## src/rtl/line_arb_pkg.sv

```systemverilog
// line_arb_pkg: shared widths, FSM encoding and request record for the line request arbiter
package line_arb_pkg;
  localparam int ADDR_W = 32;
  localparam int LINE_W = 128;
  localparam int MASK_W = 16;
  localparam int CNT_W  = 10;
  typedef enum logic [1:0] {S_IDLE, S_ISSUE, S_WR_WAIT, S_RD_WAIT} state_t;
  typedef struct packed {
    logic [ADDR_W-1:0] addr;
    logic [LINE_W-1:0] data;
    logic [MASK_W-1:0] mask;
  } line_req_t;
endpackage

```

## src/rtl/line_req_slot.sv

```systemverilog
// line_req_slot: one pending request slot with held fields and an overflow pulse for dropped requests
module line_req_slot
  import line_arb_pkg::*;
(
  input  logic      clk,
  input  logic      rst,
  input  logic      set_i,
  input  logic      clr_i,
  input  line_req_t req_i,
  output logic      pend_o,
  output line_req_t req_o,
  output logic      ovf_o
);
  logic      pend_q, pend_d, take;
  line_req_t req_q;
  // a slot being issued this cycle is free to accept a new request
  assign take   = set_i && (!pend_q || clr_i);
  assign pend_d = take || (pend_q && !clr_i);
  assign ovf_o  = set_i && !take;
  assign pend_o = pend_q;
  assign req_o  = req_q;
  always_ff @(posedge clk) begin
    if (rst) begin
      pend_q <= 1'b0;
      req_q  <= '0;
    end else begin
      pend_q <= pend_d;
      if (take) req_q <= req_i;
    end
  end
endmodule

```

## src/rtl/line_req_arbiter.sv

```systemverilog
// line_req_arbiter: round-robin arbiter of uart/dcache line requests onto one downstream port
module line_req_arbiter
  import line_arb_pkg::*;
#(
  parameter int TIMEOUT = 1023
) (
  input  logic              clk,
  input  logic              rst,
  input  logic              u_wstart_rq,
  input  logic              d_wstart_rq,
  input  logic [ADDR_W-1:0] u_waddr,
  input  logic [ADDR_W-1:0] d_waddr,
  input  logic [LINE_W-1:0] u_wdata,
  input  logic [LINE_W-1:0] d_wdata,
  input  logic [MASK_W-1:0] u_wmask,
  input  logic [MASK_W-1:0] d_wmask,
  input  logic              u_rstart_rq,
  input  logic              d_rstart_rq,
  input  logic [ADDR_W-1:0] u_raddr,
  input  logic [ADDR_W-1:0] d_raddr,
  output logic              u_finish_wresp,
  output logic              d_finish_wresp,
  output logic              u_rdat_valid,
  output logic              d_rdat_valid,
  output logic              u_finish_mrd,
  output logic              d_finish_mrd,
  output logic [LINE_W-1:0] rdat_data,
  output logic              m_wstart_rq,
  output logic              m_rstart_rq,
  output logic [ADDR_W-1:0] m_waddr,
  output logic [ADDR_W-1:0] m_raddr,
  output logic [LINE_W-1:0] m_wdata,
  output logic [MASK_W-1:0] m_wmask,
  input  logic              m_finish_wresp,
  input  logic              m_finish_mrd,
  input  logic              m_rdat_valid,
  input  logic [LINE_W-1:0] m_rdat_data,
  output logic              busy,
  output logic              grant_d,
  output logic              timeout_err,
  output logic              proto_err
);
  localparam logic [CNT_W-1:0] TO_LAST = CNT_W'(TIMEOUT - 1);
  state_t            state_q;
  logic              gnt_q, dir_q, ptr_q, terr_q, perr_q, m_wstart_q, m_rstart_q;
  logic [CNT_W-1:0]  cnt_q;
  logic [ADDR_W-1:0] m_waddr_q, m_raddr_q;
  logic [LINE_W-1:0] m_wdata_q;
  logic [MASK_W-1:0] m_wmask_q;
  logic [3:0]        set, clr, pend, ovf;
  line_req_t         req_in [4];
  line_req_t         req_held [4];
  line_req_t         win;
  logic              win_req, win_dir, wr_wait, rd_wait, to_hit, fin, wr_done, rd_done, rv;

  // slot index is {requester, direction}: 0 u-write, 1 u-read, 2 d-write, 3 d-read
  assign set       = {d_rstart_rq, d_wstart_rq, u_rstart_rq, u_wstart_rq};
  assign req_in[0] = '{addr: u_waddr, data: u_wdata, mask: u_wmask};
  assign req_in[1] = '{addr: u_raddr, data: '0, mask: '0};
  assign req_in[2] = '{addr: d_waddr, data: d_wdata, mask: d_wmask};
  assign req_in[3] = '{addr: d_raddr, data: '0, mask: '0};

  for (genvar i = 0; i < 4; i++) begin : g_slot
    line_req_slot u_slot (
      .clk   (clk),
      .rst   (rst),
      .set_i (set[i]),
      .clr_i (clr[i]),
      .req_i (req_in[i]),
      .pend_o(pend[i]),
      .req_o (req_held[i]),
      .ovf_o (ovf[i])
    );
  end

  assign win_req = ptr_q ? (pend[3] || pend[2]) : !(pend[1] || pend[0]);
  assign win_dir = !pend[{win_req, 1'b0}];
  assign win     = req_held[{win_req, win_dir}];
  assign clr     = (state_q == S_ISSUE) ? 4'(1) << {gnt_q, dir_q} : '0;

  assign wr_wait = state_q == S_WR_WAIT;
  assign rd_wait = state_q == S_RD_WAIT;
  assign to_hit  = (wr_wait || rd_wait) && cnt_q == TO_LAST;
  assign fin     = (wr_wait && m_finish_wresp) || (rd_wait && m_finish_mrd);
  assign wr_done = wr_wait && (m_finish_wresp || to_hit);
  assign rd_done = rd_wait && (m_finish_mrd || to_hit);
  assign rv      = rd_wait && m_rdat_valid;

  assign u_finish_wresp = wr_done && !gnt_q;
  assign d_finish_wresp = wr_done && gnt_q;
  assign u_rdat_valid   = rv && !gnt_q;
  assign d_rdat_valid   = rv && gnt_q;
  assign u_finish_mrd   = rd_done && !gnt_q;
  assign d_finish_mrd   = rd_done && gnt_q;
  assign rdat_data      = m_rdat_data;
  assign m_wstart_rq    = m_wstart_q;
  assign m_rstart_rq    = m_rstart_q;
  assign m_waddr        = m_waddr_q;
  assign m_raddr        = m_raddr_q;
  assign m_wdata        = m_wdata_q;
  assign m_wmask        = m_wmask_q;
  assign busy           = state_q != S_IDLE;
  assign grant_d        = gnt_q;
  assign timeout_err    = terr_q;
  assign proto_err      = perr_q;

  always_ff @(posedge clk) begin
    if (rst) begin
      state_q    <= S_IDLE;
      gnt_q      <= 1'b0;
      dir_q      <= 1'b0;
      ptr_q      <= 1'b0;
      terr_q     <= 1'b0;
      perr_q     <= 1'b0;
      cnt_q      <= '0;
      m_wstart_q <= 1'b0;
      m_rstart_q <= 1'b0;
      m_waddr_q  <= '0;
      m_raddr_q  <= '0;
      m_wdata_q  <= '0;
      m_wmask_q  <= '0;
    end else begin
      m_wstart_q <= 1'b0;
      m_rstart_q <= 1'b0;
      if (|ovf) perr_q <= 1'b1;
      case (state_q)
        S_IDLE: if (|pend) begin
          state_q    <= S_ISSUE;
          gnt_q      <= win_req;
          dir_q      <= win_dir;
          m_wstart_q <= !win_dir;
          m_rstart_q <= win_dir;
          if (win_dir) m_raddr_q <= win.addr;
          else begin
            m_waddr_q <= win.addr;
            m_wdata_q <= win.data;
            m_wmask_q <= win.mask;
          end
        end
        S_ISSUE: begin
          state_q <= dir_q ? S_RD_WAIT : S_WR_WAIT;
          cnt_q   <= '0;
        end
        default: begin
          cnt_q <= cnt_q + 1'b1;
          if (wr_done || rd_done) begin
            state_q <= S_IDLE;
            ptr_q   <= !gnt_q;
            if (!fin) terr_q <= 1'b1;
          end
        end
      endcase
    end
  end
endmodule

```

## config.mk

```make
export PLATFORM = sky130hd
export DESIGN_NAME = line_req_arbiter
export DESIGN_NICKNAME = d
export VERILOG_FILES = /design/src/rtl/line_arb_pkg.sv /design/src/rtl/line_req_slot.sv /design/src/rtl/line_req_arbiter.sv
export SDC_FILE = /design/constraint.sdc
export NUM_CORES = 1
export LEC_CHECK = 0
export CORE_AREA = 8 8 344 346
export CTS_BUF_LIST = sky130_fd_sc_hd__clkbuf_16
export CTS_CLUSTER_SIZE = 8
export DETAILED_ROUTE_END_ITERATION = 8
export DIE_AREA = 0 0 352 354
export GPL_TIMING_DRIVEN = 0
export MAX_ROUTING_LAYER = met4
export PLACE_DENSITY_LB_ADDON = 0.2
export SLEW_MARGIN = 10
export SYNTH_ARGS = -nofsm -noshare
export SYNTH_HDL_FRONTEND = slang
export SYNTH_SLANG_ARGS = --single-unit
```

## constraint.sdc

```tcl
create_clock -name clk -period 2.2 [get_ports clk]
set_input_delay 0.55 -clock clk [delete_from_list [all_inputs] [get_ports clk]]
set_output_delay 0.55 -clock clk [all_outputs]
set_load 0.1 [all_outputs]
```

==> run summary <==
Run status - finished with violations
Violated checks - setup timing
Maximum number of pins on one net before global-route repair - 20
Gp weighted congestion - 0.820
Final Hold Vio Count - 0
Synthesized net count - 3331
Maximum net fanout on the critical path - 5
Portion of the post-synthesis area used by sequential elements - 52.2%
Primary FF master, synth - sky130_fd_sc_hd__dfxtp_1
Number of storage elements in the synthesis netlist - 647
Number of antenna-violating nets in the routed design - 0
Setup TNS - -1.97 ns
Cell type with the highest aggregate area in the netlist - sky130_fd_sc_hd__dfxtp_1
Hold WS - 0.428 ns
Worst slew pin tran - 1.00 ns
Vias in the first global route - 23318
Die outline area - 125000 sq um
Category of the worst setup path capture point - output pin
Number of design-rule violations left by the first detailed-router iteration - 978
Final setup violating endpoints - 5
Top cell type's share of synthesized area - 52.2%
HPWL after detailed placement - 88.9 mm
Drt pass-1 iters - 5
Proportion of synthesized flip-flops having asynchronous set or reset - 0%
Syn-to-layout area delta - 50.7%
Avg Inst Size Synth - 8.93 sq um
Crit path required time - 1.65 ns
Post-Route WL - 116 mm
Layout cell share with drive strength beyond 1 - 18.3%
Post-layout net count - 4213
Antenna violations before repair - 47
Root Buffer - sky130_fd_sc_hd__clkbuf_16
CTS tree - yes
Port-buffer cells - 772
Power density of the placed cells - 906 nW/um^2
Post-Syn Instances - 2776
Setup repair after global routing missed its margin - yes
Core area - 113000 sq um
Clock-pin slew on the worst setup and hold paths - 0.05 ns
DIE HEIGHT - 354 um
Highest attainable clock frequency - 0.368 GHz
Clock Latency Late Sink - 0.67 ns
Startpoint type of the worst setup path - flop
Post-synth EDFFs - 0
Max capacitance violation total - 0
Data arrival at the endpoint of the critical path - 2.16 ns
Post-place instance area - 34500 sq um
Largest buffer count on any clock path - 3
Deepest level of the CTS H-tree - 3
Worst slew margin relative to its limit - 33.5%
Number of remaining DRC errors - 0
Count of synthesis-stage warnings from yosys - 0
Sinks on the clock net - 647
Cell Rows - 124
First-pass GRT wire length - 164 mm
Tmin final - 2.71 ns
Top cells by area, synth - sky130_fd_sc_hd__dfxtp_1 52%, sky130_fd_sc_hd__nand2_1 13%, sky130_fd_sc_hd__a21oi_1 8.7%
Via count normalized by instance count - 4.31
Total congestion overflow - 0
Post-synth cell types - 49
Clock Skews - 0.0465 ns
Most numerous cell in the Yosys netlist - sky130_fd_sc_hd__nand2_1
Average wire per cell in the routed design - 22.1 um
Overall via count from detail_route - 22555
Max-slew violation total from the final report - 0
Min-delay worst type - input port to flop
Number of clock buffers inserted by TritonCTS - 92
Initial cell density of the core - 21.9%
Ranking of synthesized cells by instance count - 841 x sky130_fd_sc_hd__nand2_1, 647 x sky130_fd_sc_hd__dfxtp_1, 429 x sky130_fd_sc_hd__a21oi_1
Period utilization - 123%
Summed instance area of the synthesized netlist - 24800 sq um
Setup WS post-layout - -0.514 ns
Number of top-level design ports - 901
Die Span X - 352 um
Total global routing track utilization - 18.2%
Leak pwr - 0.0146 uW
Class of the most critical setup path - flop to output pin
Largest vdd supply drop - 0.000579 V
Summed area of non-filler cells in the final layout - 37400 sq um
-- state kept, by name (all words and copies together) (netlist names), 2 cells and up --
name                  flops
m_wmask                  16
state_q                   2
cnt_q                    10
g_slot.u_slot.req_o     416
m_wdata                 128
m_waddr                  32
g_slot.u_slot.pend_o      4
m_raddr                  32
-- power breakdown --
group | internal (uW) | total [uW] | switching, uW
logic | 2490 | 8070 | 5580
registers | 12500 | 12900 | 425
clock network | 7480 | 12900 | 5380
total | 22500 | 33900 | 11400
-- kinds of logic after synthesis --
| group | Yosys count | share of synthesized area [%] |
|---|---|---|
| AOI/OAI and AO/OA | 697 | 17.7 |
| xor gates and xnor gates | 2 | 0.0707 |
| adders and majority gates | 2 | 0.101 |
| buffers and inverters | 355 | 8.72 |
| DFF | 647 | 52.2 |
| muxes | 180 | 7.28 |
| and+or+nand+nor | 893 | 13.9 |
-- metrics by stage --
step	cells	power (uW)	util (%)	setup WS, ns
2_1_floorplan	2776	18300	-	-0.411
3_3_place_gp	5060	21300	30.5	-1.80
3_5_place_dp	5060	21300	30.5	-1.75
4_1_cts	5180	34300	32.9	-0.562
5_1_grt	5225	35300	33.0	-0.658
6_report	5231	33900	33.1	-0.514
-- layout make-up --
type | count | area (sq um)
plain buffers | 339 | 2430
multi-input cells | 1774 | 9910
clock inverters | 16 | 184
inverters | 10 | 40.0
fillers | 12014 | 75700
flip-flops and latches | 647 | 13000
well taps | 1512 | 1890
repair buffers | 794 | 7510
diodes | 46 | 115
clock buffers | 93 | 2330
-- cells in the final DEF, fill, tap and decap left out, types with 3 or more instances in the layout --
cell                              instances
sky130_fd_sc_hd__diode_2                 46
sky130_fd_sc_hd__clkinv_2                 3
sky130_fd_sc_hd__clkbuf_2                44
sky130_fd_sc_hd__clkbuf_16               93
sky130_fd_sc_hd__nand3_1                  6
sky130_fd_sc_hd__buf_6                   44
sky130_fd_sc_hd__o21ai_0                  3
sky130_fd_sc_hd__buf_2                  110
sky130_fd_sc_hd__nand2b_1                 3
sky130_fd_sc_hd__clkdlybuf4s50_1        424
sky130_fd_sc_hd__o2bb2ai_1              208
sky130_fd_sc_hd__o21a_1                   3
sky130_fd_sc_hd__clkbuf_4                 8
sky130_fd_sc_hd__dlygate4sd2_1          128
sky130_fd_sc_hd__clkbuf_1                45
sky130_fd_sc_hd__dfxtp_1                641
sky130_fd_sc_hd__nor2_1                  16
sky130_fd_sc_hd__clkdlybuf4s15_2         84
sky130_fd_sc_hd__mux2i_1                175
sky130_fd_sc_hd__buf_8                    7
sky130_fd_sc_hd__nand2_1                840
sky130_fd_sc_hd__buf_12                  10
sky130_fd_sc_hd__dfxtp_4                  3
sky130_fd_sc_hd__a21boi_4                 3
sky130_fd_sc_hd__o211ai_1                 3
sky130_fd_sc_hd__a21oi_1                428
sky130_fd_sc_hd__clkinv_16                3
sky130_fd_sc_hd__dfxtp_2                  3
sky130_fd_sc_hd__nor2_4                   3
sky130_fd_sc_hd__inv_1                   13
sky130_fd_sc_hd__clkdlybuf4s18_2         43
sky130_fd_sc_hd__o22ai_1                 32
sky130_fd_sc_hd__buf_4                  181
-- worst max-delay path, cell delays in order, from the launching register on --
cell                      delay [ns]
sky130_fd_sc_hd__dfxtp_4        0.34
sky130_fd_sc_hd__inv_2          0.06
sky130_fd_sc_hd__ha_4           0.12
sky130_fd_sc_hd__nand2_4        0.05
sky130_fd_sc_hd__nor4_4         0.20
sky130_fd_sc_hd__buf_4          0.18
sky130_fd_sc_hd__nor2_2         0.07
sky130_fd_sc_hd__nor4b_4        0.22
sky130_fd_sc_hd__buf_6          0.26
-- path summary, 6_finish.rpt --
kind	from	endpoint	slack, ns	cells after the start
setup / recovery	cnt_q[0]$_SDFFE_PP0N_	u_finish_wresp	-0.51	8
hold / removal	u_raddr[5]	g_slot[1].u_slot.req_o[149]$_SDFFE_PP0P_	0.43	3
setup reg to reg	state_q[1]$_SDFFE_PP0P_	g_slot[2].u_slot.req_o[58]$_SDFFE_PP0P_	0.08	10
hold reg to reg	g_slot[2].u_slot.req_o[65]$_SDFFE_PP0P_	g_slot[2].u_slot.req_o[65]$_SDFFE_PP0P_	0.45	2
-- routing by layer --
metal | global-route usage, % | routed length [um]
met5 | - | 0
met1 | 20.8 | 48700
met2 | 29.5 | 54600
met3 | 6.98 | 9510
met4 | 5.07 | 2800
-- what timing repair did --
action                                   CTS  global route
setup buffers                             14             8
hold buffers                               0             0
endpoints found under the setup margin   956           441
pin swaps                                  5             6
resized for setup                       1042           198
Power figures use the tool's default switching activity.
